==> src/rtl/noc_pkg.sv <==
// Shared NoC definitions: flit layout and counter width for the injection arbiter.
package noc_pkg;

  localparam int FLIT_W    = 32;
  localparam int DEST_W    = 8;
  localparam int PAYLOAD_W = 24;
  localparam int CNT_W     = 16;

  typedef struct packed {
    logic [DEST_W-1:0]    dest;
    logic [PAYLOAD_W-1:0] payload;
  } flit_t;

  // Round-robin candidate: the source `step` places after `last`, modulo n.
  function automatic int rr_index(int last, int step, int n);
    return (last + step) % n;
  endfunction

endpackage

==> src/rtl/inj_fifo.sv <==
// Single-clock synchronous FIFO for one injection source; no write-to-read bypass.
module inj_fifo #(
  parameter int WIDTH = 32,
  parameter int DEPTH = 4,
  localparam int AW = $clog2(DEPTH),
  localparam int CW = AW + 1
) (
  input  logic             clk,
  input  logic             rst,
  input  logic             push,
  input  logic [WIDTH-1:0] push_data,
  input  logic             pop,
  output logic [WIDTH-1:0] head,
  output logic [CW-1:0]    count,
  output logic             empty,
  output logic             full
);

  logic [WIDTH-1:0] mem_q [DEPTH];
  logic [AW-1:0]    wr_ptr_q, wr_ptr_d;
  logic [AW-1:0]    rd_ptr_q, rd_ptr_d;
  logic [CW-1:0]    count_q, count_d;
  logic             do_push, do_pop;

  always_comb begin
    do_push  = push && !full;
    do_pop   = pop && !empty;
    wr_ptr_d = wr_ptr_q + AW'(do_push);
    rd_ptr_d = rd_ptr_q + AW'(do_pop);
    count_d  = count_q + CW'(do_push) - CW'(do_pop);
  end

  always_ff @(posedge clk) begin
    if (rst) begin
      wr_ptr_q <= '0;
      rd_ptr_q <= '0;
      count_q  <= '0;
    end else begin
      wr_ptr_q <= wr_ptr_d;
      rd_ptr_q <= rd_ptr_d;
      count_q  <= count_d;
    end
  end

  // Storage needs no reset; validity is tracked by count_q.
  always_ff @(posedge clk) begin
    if (do_push) mem_q[wr_ptr_q] <= push_data;
  end

  assign head  = mem_q[rd_ptr_q];
  assign count = count_q;
  assign empty = (count_q == '0);
  assign full  = (count_q == CW'(DEPTH));

endmodule

==> src/rtl/noc_inject_arbiter.sv <==
// Round-robin arbiter draining NUM_REQ source FIFOs into one registered NoC injection port.
// Optional per-source delivered-flit counters are built when INJ_STATS_EN is defined.
module noc_inject_arbiter
  import noc_pkg::*;
#(
  parameter int NUM_REQ    = 4,
  parameter int FIFO_DEPTH = 4,
  parameter int DATA_W     = FLIT_W,
  localparam int GW = $clog2(NUM_REQ)
) (
  input  logic                      clk,
  input  logic                      rst,
  input  logic [NUM_REQ*DATA_W-1:0] i_req_data,
  input  logic [NUM_REQ-1:0]        i_req_valid,
  output logic [NUM_REQ-1:0]        o_req_ready,
  output logic [DATA_W-1:0]         o_data,
  output logic                      o_data_valid,
  input  logic                      i_data_ready,
  output logic [GW-1:0]             o_grant_id,
  output logic [NUM_REQ*CNT_W-1:0]  o_pkt_count
);

  localparam int CW = $clog2(FIFO_DEPTH) + 1;

  logic [NUM_REQ-1:0] fifo_empty, fifo_full, fifo_push, fifo_pop;
  logic [DATA_W-1:0]  fifo_head  [NUM_REQ];
  logic [CW-1:0]      fifo_count [NUM_REQ];

  for (genvar k = 0; k < NUM_REQ; k++) begin : g_src
    // Ready comes from the registered count only, so a full FIFO refuses a push even while popped.
    assign o_req_ready[k] = !rst && (fifo_count[k] != CW'(FIFO_DEPTH));
    assign fifo_push[k]   = i_req_valid[k] && !fifo_full[k] && !rst;

    inj_fifo #(
      .WIDTH (DATA_W),
      .DEPTH (FIFO_DEPTH)
    ) u_fifo (
      .clk       (clk),
      .rst       (rst),
      .push      (fifo_push[k]),
      .push_data (i_req_data[k*DATA_W +: DATA_W]),
      .pop       (fifo_pop[k]),
      .head      (fifo_head[k]),
      .count     (fifo_count[k]),
      .empty     (fifo_empty[k]),
      .full      (fifo_full[k])
    );
  end

  logic [DATA_W-1:0] data_q, data_d;
  logic              data_valid_q, data_valid_d;
  logic [GW-1:0]     grant_id_q, grant_id_d;
  logic [GW-1:0]     last_grant_q, last_grant_d;
  logic              grant_found, out_free;
  logic [GW-1:0]     grant_idx, cand;

  always_comb begin
    grant_found = 1'b0;
    grant_idx   = '0;
    cand        = '0;
    for (int i = 1; i <= NUM_REQ; i++) begin
      cand = GW'(rr_index(int'(last_grant_q), i, NUM_REQ));
      if (!grant_found && !fifo_empty[cand]) begin
        grant_found = 1'b1;
        grant_idx   = cand;
      end
    end
  end

  always_comb begin
    out_free     = !data_valid_q || i_data_ready;
    data_d       = data_q;
    data_valid_d = data_valid_q;
    grant_id_d   = grant_id_q;
    last_grant_d = last_grant_q;
    fifo_pop     = '0;
    if (out_free) begin
      data_valid_d = grant_found;
      if (grant_found) begin
        data_d              = fifo_head[grant_idx];
        grant_id_d          = grant_idx;
        last_grant_d        = grant_idx;
        fifo_pop[grant_idx] = 1'b1;
      end
    end
  end

  always_ff @(posedge clk) begin
    if (rst) begin
      data_q       <= '0;
      data_valid_q <= 1'b0;
      grant_id_q   <= '0;
      last_grant_q <= GW'(NUM_REQ - 1);
    end else begin
      data_q       <= data_d;
      data_valid_q <= data_valid_d;
      grant_id_q   <= grant_id_d;
      last_grant_q <= last_grant_d;
    end
  end

  assign o_data       = data_q;
  assign o_data_valid = data_valid_q;
  assign o_grant_id   = grant_id_q;

`ifdef INJ_STATS_EN
  logic [CNT_W-1:0] pkt_cnt_q [NUM_REQ];
  logic [CNT_W-1:0] pkt_cnt_d [NUM_REQ];

  always_comb begin
    for (int k = 0; k < NUM_REQ; k++) begin
      pkt_cnt_d[k] = pkt_cnt_q[k]
                   + CNT_W'(data_valid_q && i_data_ready && (grant_id_q == GW'(k)));
    end
  end

  always_ff @(posedge clk) begin
    for (int k = 0; k < NUM_REQ; k++) begin
      if (rst) pkt_cnt_q[k] <= '0;
      else     pkt_cnt_q[k] <= pkt_cnt_d[k];
    end
  end

  for (genvar k = 0; k < NUM_REQ; k++) begin : g_cnt
    assign o_pkt_count[k*CNT_W +: CNT_W] = pkt_cnt_q[k];
  end
`else
  assign o_pkt_count = '0;
`endif

endmodule

==> config.mk <==
export PLATFORM = sky130hd
export DESIGN_NAME = noc_inject_arbiter
export DESIGN_NICKNAME = d
export VERILOG_FILES = /design/src/rtl/noc_pkg.sv /design/src/rtl/inj_fifo.sv /design/src/rtl/noc_inject_arbiter.sv
export SDC_FILE = /design/constraint.sdc
export NUM_CORES = 1
export LEC_CHECK = 0
export ABC_CLOCK_PERIOD_IN_PS = 4800
export CORE_AREA = 2 2 228 230
export CTS_CLUSTER_SIZE = 12
export DETAILED_ROUTE_END_ITERATION = 8
export DIE_AREA = 0 0 230 232
export GPL_TIMING_DRIVEN = 0
export PLACE_DENSITY = 0.75
export REMOVE_ABC_BUFFERS = 1
export SETUP_SLACK_MARGIN = 0.1
export SYNTH_ARGS = -nofsm -noshare
export SYNTH_HDL_FRONTEND = slang
export SYNTH_SLANG_ARGS = --single-unit
==> constraint.sdc <==
create_clock -name clk -period 4.8 [get_ports clk]
set_clock_uncertainty 0.05 [all_clocks]
set_input_delay 0.96 -clock clk [delete_from_list [all_inputs] [get_ports clk]]
set_output_delay 0.96 -clock clk [all_outputs]
set_load 0.03 [all_outputs]
==> flow_summary.yaml <==
worst_setup_path:
  reg2reg_depth: 12
  r2r_end: "g_src[2].u_fifo.count[2]"
  worstPathArrival_ns: 3.99
  rr_startpoint: "g_src[3].u_fifo.count[2]"
  cp-startpoint: "i_data_ready"
  r2r_setup_slack_ns: 1.29
  endpoint: "g_src[2].u_fifo.count[2]"
  path_class: "in -> reg"
  cp-end-kind: "register"
  required_ns: 5.21
  critPathMaxFanout: 43
  start_kind: "input port"
cts:
  postCtsSetupRepairBufs: 0
  insertion_delay_ns: 0.58
  clockBufferDepth: 3
  numCtsBuffers: 55
  cts-htree-levels: 2
  cts_root_buf: "clkbuf_16"
  cts-resized-gates: 0
  numClockSinks: 577
  cts_tree: "built"
  path_clk_slew_ns: 0.06
  cts_hold_buf: 0
floorplan:
  design.die.area_sq_um: 53400
  start_util_pct: 44.6
  num_rows: 83
  core_area_sq_um: 50900
  die_h_microns: 232
  fp.dieW_microns: 230
  ios: 238
synthesis:
  synth_adder_area_share_pct: 1.12
  ys_seq_area_share_pct: 73.4
  ys_warn_count: 0
  synth.distinct_cells: 46
  avgSynthCellArea_sq_um: 20.5
  synth_seq_cells: 577
  synth_edf_count: 512
  ys_async_sr_fraction_pct: 0
  muxShareOfSynthArea_pct: 15.6
  synth_ff_type: "edfxtp_1"
  syn_inst: 1109
  synth_xor_area_share_pct: 0.578
  synth_area_leader_cell: "edfxtp_1"
  synth_area_sq_um: 22700
  synth_top_family_by_area: "multiplexers"
  synthTopCellsByArea: "edfxtp_1 68%, mux4_2 13%, dfxtp_1 5.7%"
  synth_compound_area_share_pct: 2.54
  synthSimpleGateAreaFrac_pct: 3.09
  yosys.area.top_type_share_pct: 67.7
timing:
  final_max_slew_viol_count: 0
  hold_viol_final: 0
  worst_pin_slew_ns: 0.964
  period_share_pct: 74.4
  fin_crit_ns: 3.57
  fmax_ghz: 0.280
  relSlewSlack_pct: 35.7
  final-setup-viol-count: 0
  rsz0062_at_grt: "false"
routing:
  viasPerCell: 5.41
  vias: 11100
  ant_nets: 0
  routedWlPerCell_microns: 23.9
  dr.first_iter.drc_count: 778
  firstDrtPassIters: 5
  routed_wl_microns: 49100
  drc: 0
layout:
  stdcell_area_sq_um: 27200
  final_common_cell: "edfxtp_1"
  final_cell_mix: "512 x edfxtp_1, 172 x clkdlybuf4s50_1, 128 x mux4_2, 64 x mux2i_1, 64 x conb_1"
  drive_above_1_share_pct: 21.8
  nets: 1475
  n_fill_cell: 3835
  syn_to_final_growth_pct: 19.9
  layout.cells.non_filler: 2055
global_route:
  grt_max_degree: 56
  grt_pass1_vias: 11600
  met1_usage_pct: 23.5
  antenna_found_initial: 12
  grt_first_pass_wirelength_microns: 72800
  top_usage_layer: "met2"
  grt_use_total_pct: 18.4
  use_met3_pct: 4.56
  grt_remaining_overflow: 0
  met2_usage_pct: 31.1
place:
  dp_cells: 1945
  portBuffers: 173
  post-dp-hpwl_microns: 33600
  place_congestion: 0.767
  place_area_sq_um: 25600
pwr:
  power.leakage_nw: 8.97
  p_per_area_nw_per_um2: 524
  ir_worst_vdd_mv: 0.417
outcome:
  status: "finished, final reports clean"
run:
  maxCapViolCount: 0
worst_hold_path:
  min_path_type: "reg -> reg"
==> Yosys cell counts (all sizes together), types with 4 or more instances <==
cell type / count
a21oi: 6
and3: 6
buf: 87
clkbuf: 37
dfxtp: 65
edfxtp: 512
fa: 4
ha: 14
inv: 16
mux2i: 64
mux4: 128
nand2: 12
nand3b: 32
nor2: 25
nor2b: 15
nor3: 9
nor3b: 4
o221ai: 34
or3: 4
xnor2: 14
==> metrics by stage <==
step	hold WS [ns]	worst slack [ns]	total power [W]	util [%]	TNS, ns
2_1_floorplan	0.464	-0.0266	0.00897	-	-0.0266
3_3_place_gp	0.402	-4.28	0.0100	48.7	-1401.20
3_5_place_dp	0.405	0.614	0.0104	50.2	0
4_1_cts	0.416	1.22	0.0144	53.5	0
5_1_grt	0.438	1.02	0.0149	53.5	0
6_report	0.413	1.23	0.0143	53.5	0
==> registers in the layout, indices dropped and copies added (netlist names) <==
| register | count |
|---|---|
| o_grant_id | 2 |
| g_src.u_fifo.wr_ptr_q | 8 |
| last_grant_q | 2 |
| o_data_valid | 1 |
| o_data | 32 |
| g_src.u_fifo.count | 12 |
| g_src.u_fifo.mem_q | 512 |
| g_src.u_fifo.rd_ptr_q | 8 |
==> worst min path at each step <==
stage / cells past startpoint / from / slack, ns / endpoint
after global routing: 2 / o_grant_id[1] / 0.44 / o_grant_id[1]
after global placement: 2 / o_grant_id[1] / 0.40 / o_grant_id[1]
after floorplan: 2 / last_grant_q[1] / 0.46 / last_grant_q[1]
after detailed placement: 2 / o_grant_id[1] / 0.41 / o_grant_id[1]
after CTS: 2 / o_grant_id[1] / 0.42 / o_grant_id[1]
final: 2 / o_grant_id[1] / 0.41 / o_grant_id[1]
==> cells by family (layout without fill, tap and decap cells) <==
kind of cell | count (synthesis) | after routing
AND/OR/NAND/NOR | 115 | 115
multiplexers | 193 | 193
flip-flops | 577 | 577
other | 1 | 70
adder cells (fa/ha/maj) | 18 | 18
AO/OA/AOI/OAI | 50 | 50
XOR/XNOR | 15 | 15
buffers and inverters | 140 | 337
==> power breakdown <==
part / switching, W / internal, W / total, W
Sequential: 0.000316 / 0.00584 / 0.00615
Clock: 0.00174 / 0.00229 / 0.00402
Combinational: 0.00224 / 0.00186 / 0.00410
==> final cells by class <==
cell class | count | area [sq um] | area share (%)
Timing Repair Buffer | 217 | 2430 | 8.92
Sequential cell | 577 | 16700 | 61.2
Clock buffer | 102 | 1640 | 6.03
Tap cell | 680 | 851 | 3.12
Antenna cell | 6 | 15.0 | 0.0551
Inverter | 16 | 60.1 | 0.220
Clock inverter | 2 | 25.0 | 0.0918
Multi-Input combinational cell | 455 | 5530 | 20.3
==> routing by layer <==
| metal | up-vias | part of all wire (%) |
|---|---|---|
| li1 | 4809 | - |
| met1 | 5833 | 41 |
| met2 | 374 | 50 |
| met3 | 86 | 6.8 |
| met4 | 12 | 2.7 |
| met5 | - | 0.18 |
==> critical path, stage by stage <==
cell             delay, ns
clkdlybuf4s50_1       0.44
nand2b_1              0.16
nand2_2               0.51
or2_1                 0.47
nor2_1                0.22
ha_1                  0.17
inv_1                 0.04
ha_1                  0.19
fa_1                  0.41
xnor2_1               0.20
xnor2_1               0.15
nor2_1                0.05
(Power assumes the default switching activity.)
